[src/rtl/ripple_carry_adder_pkg.sv]
// Shared helpers for the ripple-carry adder slice.
// Holds the one-bit carry-generate/propagate rule used by every adder cell.
package ripple_carry_adder_pkg;

  function automatic logic fa_carry(input logic a, input logic b, input logic cin);
    return (a & b) | (cin & (a ^ b));
  endfunction

endpackage

[src/rtl/ripple_carry_adder_full_adder.sv]
// One-bit full adder cell.
// Chained by ripple_carry_adder to form the carry ripple.
module full_adder
  import ripple_carry_adder_pkg::*;
(
  input  logic a,
  input  logic b,
  input  logic cin,
  output logic s,
  output logic cout
);

  assign s    = a ^ b ^ cin;
  assign cout = fa_carry(a, b, cin);

endmodule

[src/rtl/ripple_carry_adder.sv]
// N-bit unsigned ripple-carry adder with combinational outputs
// and a one-cycle registered copy for clock-aligned consumers.
module ripple_carry_adder #(
  parameter int N = 3
) (
  output logic [N-1:0] SUM,
  output logic         Cout,
  input  logic [N-1:0] P,
  input  logic [N-1:0] Q,
  input  logic         Cin,
  input  logic         clk,
  input  logic         reset,
  output logic [N-1:0] SUM_q,
  output logic         Cout_q
);

  logic [N:0] c;

  assign c[0] = Cin;

  for (genvar i = 0; i < N; i++) begin : g_bit
    full_adder u_fa (
      .a    (P[i]),
      .b    (Q[i]),
      .cin  (c[i]),
      .s    (SUM[i]),
      .cout (c[i+1])
    );
  end

  assign Cout = c[N];

  // Output register: reset clears only this copy, never the combinational sum.
  always_ff @(posedge clk) begin
    if (reset) begin
      SUM_q  <= '0;
      Cout_q <= 1'b0;
    end else begin
      SUM_q  <= SUM;
      Cout_q <= Cout;
    end
  end

endmodule

[config.mk]
export PLATFORM = sky130hd
export DESIGN_NAME = ripple_carry_adder
export DESIGN_NICKNAME = d
export VERILOG_FILES = /design/src/rtl/ripple_carry_adder_pkg.sv /design/src/rtl/ripple_carry_adder_full_adder.sv /design/src/rtl/ripple_carry_adder.sv
export SDC_FILE = /design/constraint.sdc
export NUM_CORES = 1
export LEC_CHECK = 0
export CORE_AREA = 2 2 39 41
export CTS_CLUSTER_SIZE = 25
export DETAILED_ROUTE_END_ITERATION = 8
export DIE_AREA = 0 0 41 43
export HOLD_SLACK_MARGIN = 0.03
export PLACE_DENSITY = 0.44
export SETUP_SLACK_MARGIN = 0.2
export SYNTH_ARGS = -nofsm -noshare
export SYNTH_HDL_FRONTEND = slang
export SYNTH_SLANG_ARGS = --single-unit
[constraint.sdc]
create_clock -name clk -period 3.7 [get_ports clk]
set_clock_uncertainty 0.15 [all_clocks]
set_input_delay 0.37 -clock clk [delete_from_list [all_inputs] [get_ports clk]]
set_output_delay 0.37 -clock clk [all_outputs]
set_load 0.1 [all_outputs]
==> results of run 1 <==
[cell families after synthesis]
kind of cell | count (synthesis)
buffers and inverters | 13
DFF | 4
and+or+nand+nor | 4
adders and majority gates | 3
[power by group]
part,internal [mW],switching (mW)
sequential,0.0481,0.000960
clock,0.0362,0.0161
combinational,0.0356,0.100
total,0.120,0.117
[layout make-up]
class | instances | area share [%]
Multi-Input combinational cell | 7 | 19.9
Sequential cell | 4 | 19.9
Timing Repair Buffer | 16 | 40.4
Inverter | 10 | 9.32
Tap cell | 16 | 4.97
Clock buffer | 3 | 5.59
[flip-flops by register name, summed over array words and instances, names as in the netlist]
name	flops
SUM_q	3
Cout_q	1
[worst paths after layout]
| path | endpoint |
|---|---|
| worst min-delay path | Cout_q |
| worst max-delay path | Cout |
[through the flow]
stage	area [um^2]	power, mW
after global routing	403	0.247
after CTS	403	0.242
final	403	0.237
after detailed placement	380	0.187
after floorplan	220	0.157
after global placement	380	0.186
[synthesized netlist by cell type]
library cell / count / area, um^2
fa_1: 3 / 60.1
dfxtp_1: 4 / 80.1
inv_1: 10 / 37.5
nor2_1: 3 / 11.3
nor2b_2: 1 / 8.76
buf_4: 3 / 22.5
[per-layer routing]
metal | GRT usage, % | wire length [um] | vias to the layer above
li1 | - | - | 91
met1 | 3.25 | 120 | 71
met2 | 6.88 | 207 | 10
met3 | 1.57 | 47 | 0
met4 | 6.00 | 0 | 0
met5 | 0 | 0 | -
==> results by group, run 1 <==
Critical path
  – CP Buf/Inv Count: 6
  – Worst-path maximum fanout: 2
  – Data required, critical path: 3.18 ns
  – Setup Crit Path Kind: input port to output port
  – CP top delay family: buffers and inverters
  – Crit-path slowest cell: clkdlybuf4s50_1
  – CP endpoint kind: output port
  – Worst path cell trace: clkdlybuf4s50_1 -> inv_1 -> fa_1 -> inv_1 -> fa_1 -> inv_1 -> fa_1 -> inv_1 -> buf_4
  – Crit path launch type: input port
  – Crit path from: P[0]
  – WP data arrival: 2.28 ns
  – CP max stage delay: 0.45 ns
  – Levels on crit path: 9
  – CP dominant cell by count: inv_1

Clock tree
  – Maximum clock path buffer count: 2
  – Clk sinks: 4
  – Cts bufs inserted: 3
  – Number of setup buffers added after CTS: 0
  – Hold Buf Count CTS: 0
  – CTS Root Cell: clkbuf_4
  – H-tree levels: 1
  – CTS clk-pin slew, worst paths: 0.03 ns
  – Post-CTS sizing: 0
  – CTS tree: yes

Synthesis
  – Register area share after synthesis: 36.4%
  – Synth Net Count: 36
  – Synthesized flop and latch total: 4
  – Adder-cell share of the synthesized area: 27.3%
  – Yosys warnings: 0
  – Mux cell area share after synthesis: 0%
  – Post-Syn Area per Cell: 9.18 um^2
  – Distinct cell type count after synthesis: 6
  – Synth Area in Compound Gates: 0%
  – Post-Syn Area: 220 um^2
  – Synth Area in Simple Gates: 9.09%
  – Post-Synthesis Cells: 24
  – Main combinational cell family by area after synthesis: buffers and inverters
  – XOR/XNOR Fraction of Synth Area: 0%

Floorplanning
  – DIE WIDTH: 41 um
  – Top Ports: 17
  – Initial Utilization: 15.9%
  – Die Span Y: 43 um
  – Core Region: 0.00138 mm^2
  – Area of the die: 0.00176 mm^2
  – Rows: 14

Routing
  – 1st-pass router iterations: 1
  – DRT antenna net count: 0
  – Final Routed Wirelength: 375 um
  – Starting DRT DRC Count: 0
  – Vias/cell: 3.07
  – Routed WL per cell: 6.70 um
  – Via count: 172
  – Residual DRC count: 0

Final layout
  – Fin util: 29.1%
  – Most common cell after layout, fill and taps aside: clkdlybuf4s50_1
  – Layout cells sized above 1: 20.0%
  – Net count, final: 54
  – # diodes: 0
  – Fill count: 151
  – Register Area: 80.1 um^2
  – Syn-to-layout area delta: 83.0%
  – Post-Layout Cell Count: 56
  – Footprint of the multi-input gates: 80.1 um^2
  – Most frequent cells in the layout: 12 x clkdlybuf4s50_1, 10 x inv_1, 4 x dfxtp_1

STA
  – Tmin final: 2.80 ns
  – Fin Setup TNS: 0 ns
  – Pins Over Slew Limit: 0
  – Fin worst setup slack: 0.902 ns
  – Hold Worst Slack: 0.601 ns
  – Achievable frequency: 357 MHz
  – Fin. Hold Viols: 0
  – Setup violations, final: 0
  – Period Utilization, post-route: 75.6%
  – Actual slew at the worst max-slew pin: 0.961 ns
  – Max_slew headroom: 35.7%
  – Unrepaired setup endpoints after global routing: false

Placed design
  – GPL Wtd Cong: 0.532
  – Placed insts: 53
  – DP HPWL: 349 um
  – DP Worst Slack: 0.891 ns
  – PortBufs: 16

Pwr
  – LEAKAGE: 0.201 nW
  – Power Density: 588 mW/mm^2
  – Peak VDD IR: 0.116 mV

Global routing
  – Total track usage: 4.43%
  – Vias in the first global route: 146
  – Largest net degree at the start of global routing: 5
  – Initial antenna violation count: 0
  – First-pass GRT wire length: 469 um
  – Global route overflow: 0

Worst hold path
  – Hold Crit Start: reset
  – Hold Crit Depth: 2
  – Worst hold path type: input port to register

Flow run
  – MaxCap Viol Count: 0

Outcome
  – Status: completed
Note: power is estimated with default switching activity, not from simulation.
==> run 2, diff against run 1 <==
- PLACE_DENSITY: 0.44 -> 0.45
- clock period: 3.7 -> 2.5 ns (I/O delays scaled with it)
==> run 2 against run 1 <==
  * Cell count rose by 3.6%
  * Flip-flop and latch count did not move
  * Worst hold slack got worse by 0.31 ns
  * Core utilization rose by 3.3 points
  * Power rose by 61%
  * Global-route usage rose by 1.7 points
  * Largest power group unchanged
  * Non-clock buffer count rose by 2
  * Highest routed layer unchanged
  * Die area did not move
  * Critical path depth fell by 3
==> results by group, run 2 (synthesis gave the netlist of run 1 again) <==
Floorplanning
  – DIE WIDTH: 41 um (unchanged)
  – Top Ports: 17 (unchanged)
  – Die Span Y: 43 um (unchanged)
  – Rows: 14 (unchanged)
  – Area of the die: 0.00176 mm^2 (unchanged)
  – Initial Utilization: 15.9% (unchanged)
  – Core Region: 0.00138 mm^2 (unchanged)

Global routing
  – First-pass GRT wire length: 641 um (+37%)
  – Initial antenna violation count: 0 (unchanged)
  – Vias in the first global route: 193 (+32%)
  – Largest net degree at the start of global routing: 5 (unchanged)
  – Global route overflow: 0 (unchanged)
  – Total track usage: 6.16% (+1.7 points)

Critical path
  – CP max stage delay: 0.44 ns (about the same)
  – Crit path launch type: input port
  – Setup Crit Path Kind: input port to output port
  – CP dominant cell by count: inv_2
  – Data required, critical path: 2.10 ns (-1.08 ns)
  – Worst path cell trace: clkdlybuf4s50_1 -> fa_2 -> inv_2 -> fa_1 -> inv_2 -> buf_12
  – WP data arrival: 1.82 ns (-0.46 ns)
  – Crit-path slowest cell: clkdlybuf4s50_1
  – CP endpoint kind: output port
  – Worst-path maximum fanout: 2 (unchanged)

Pwr
  – Switching Power: 0.182 mW (+55%)
  – Power Density: 853 mW/mm^2 (+45%)
  – Total power: 0.382 mW (+61%)
  – LEAKAGE: 0.219 nW (+9.1%)
  – P_int: 0.200 mW (+67%)
  – Combinational Power Share: 60.6% (+3.3 points)
  – Flop pwr share: 19.1% (-1.6 points)
  – Peak VDD IR: 0.148 mV (+27%)
  – Clock power frac: 20.3% (-1.8 points)
  – Sw frac: 47.6% (-1.8 points)

Clock tree
  – Cts bufs inserted: 3 (unchanged)
  – Number of setup buffers added after CTS: 0 (unchanged)
  – CTS Root Cell: clkbuf_4
  – Maximum clock path buffer count: 2 (unchanged)
  – CTS clk-pin slew, worst paths: 0.04 ns (about the same)
  – CTS tree: yes
  – Hold Buf Count CTS: 0 (unchanged)
  – H-tree levels: 1 (unchanged)
  – Clk sinks: 4 (unchanged)

Routing
  – Via count: 190 (+10%)
  – Routed WL per cell: 6.90 um (+3.0%)
  – Final Routed Wirelength: 400 um (+6.7%)
  – 1st-pass router iterations: 1 (unchanged)
  – Residual DRC count: 0 (unchanged)
  – Vias/cell: 3.28 (+6.7%)
  – Starting DRT DRC Count: 0 (unchanged)
  – DRT antenna net count: 0 (unchanged)

Worst hold path
  – Worst hold path type: input port to register

Placed design
  – Placed cell area: 427 um^2 (+12%)
  – DP Worst Slack: -0.0834 ns (-0.974 ns)
  – PortBufs: 16 (unchanged)
  – GPL Wtd Cong: 0.546 (+2.7%)
  – DP HPWL: 383 um (+10%)
  – Placed insts: 55 (+3.8%)

STA
  – Fin worst setup slack: 0.277 ns (-0.624 ns)
  – Pins Over Slew Limit: 0 (unchanged)
  – Max_slew headroom: 81.5% (+46 points)
  – Unrepaired setup endpoints after global routing: false
  – Actual slew at the worst max-slew pin: 0.279 ns (-0.682 ns)
  – Achievable frequency: 450 MHz
  – Tmin final: 2.22 ns
  – Fin Setup TNS: 0 ns (unchanged)
  – Hold Worst Slack: 0.295 ns (-0.307 ns)
  – Setup violations, final: 0 (unchanged)
  – Period Utilization, post-route: 88.9%
  – Fin. Hold Viols: 0 (unchanged)

Flow run
  – MaxCap Viol Count: 0 (unchanged)

Final layout
  – Biggest regs: SUM_q x3, Cout_q x1
  – Max reg flops: 3 (unchanged)
  – # diodes: 0 (unchanged)
  – Layout cells sized above 1: 57.1% (+37 points)
  – Most frequent cells in the layout: 6 x inv_2, 6 x buf_4, 5 x clkdlybuf4s50_1
  – Most flop-heavy register: SUM_q
  – Design area: 448 um^2 (+11%)
  – Syn-to-layout area delta: 103%
  – Net count, final: 56 (+3.7%)
  – Fin util: 32.4% (+3.3 points)
  – Post-Layout Cell Count: 58 (+3.6%)

Outcome
  – Status: completed
## run 2: area by class of cell
class / count / area, um^2
Fill cell: 151 / 936
Tap cell: 16 / 20.0
Multi-Input combinational cell: 7 / 85.1
Sequential cell: 4 / 80.1
Timing Repair Buffer: 18 / 199
Inverter: 10 / 41.3
Clock buffer: 3 / 22.5
## run 2: metal layers
layer / track usage [%] / up-vias / routed length, um
met3: 1.57 / 0 / 52
met4: 10.0 / 0 / 0
li1: - / 95 / -
met5: 0 / - / 0
met1: 4.58 / 85 / 119
met2: 9.06 / 10 / 227
## run 2: power groups by stage
stage                     combinational, mW  sequential, mW  clock (mW)
final                                 0.231          0.0728      0.0777
after global routing                  0.240          0.0733      0.0849
after CTS                             0.234          0.0730      0.0828
after detailed placement              0.231          0.0740           0
after global placement                0.231          0.0736           0
after floorplan                       0.110           0.124           0
## run 2: worst max-delay path, delay by kind of cell
family	cells	cell delay (ns)
fa+ha+maj	2	0.82
buf+inv	4	0.76
## run 2: what timing repair did
item,4_1_cts,5_1_grt
pin swaps,3,3
setup endpoints to repair,2,2
resized for setup,10,4
## run 2: final timing paths
kind	start	to	slack [ns]	depth (start not counted)
setup / recovery	P[1]	SUM[2]	0.28	6
hold / removal	Q[0]	SUM_q[0]	0.29	4
==> run 3, diff against run 2 <==
- CTS_CLUSTER_SIZE: 25 -> 12
==> results of run 3 <==
No change in the layout: final DEF, timing and power equal those of run 2.
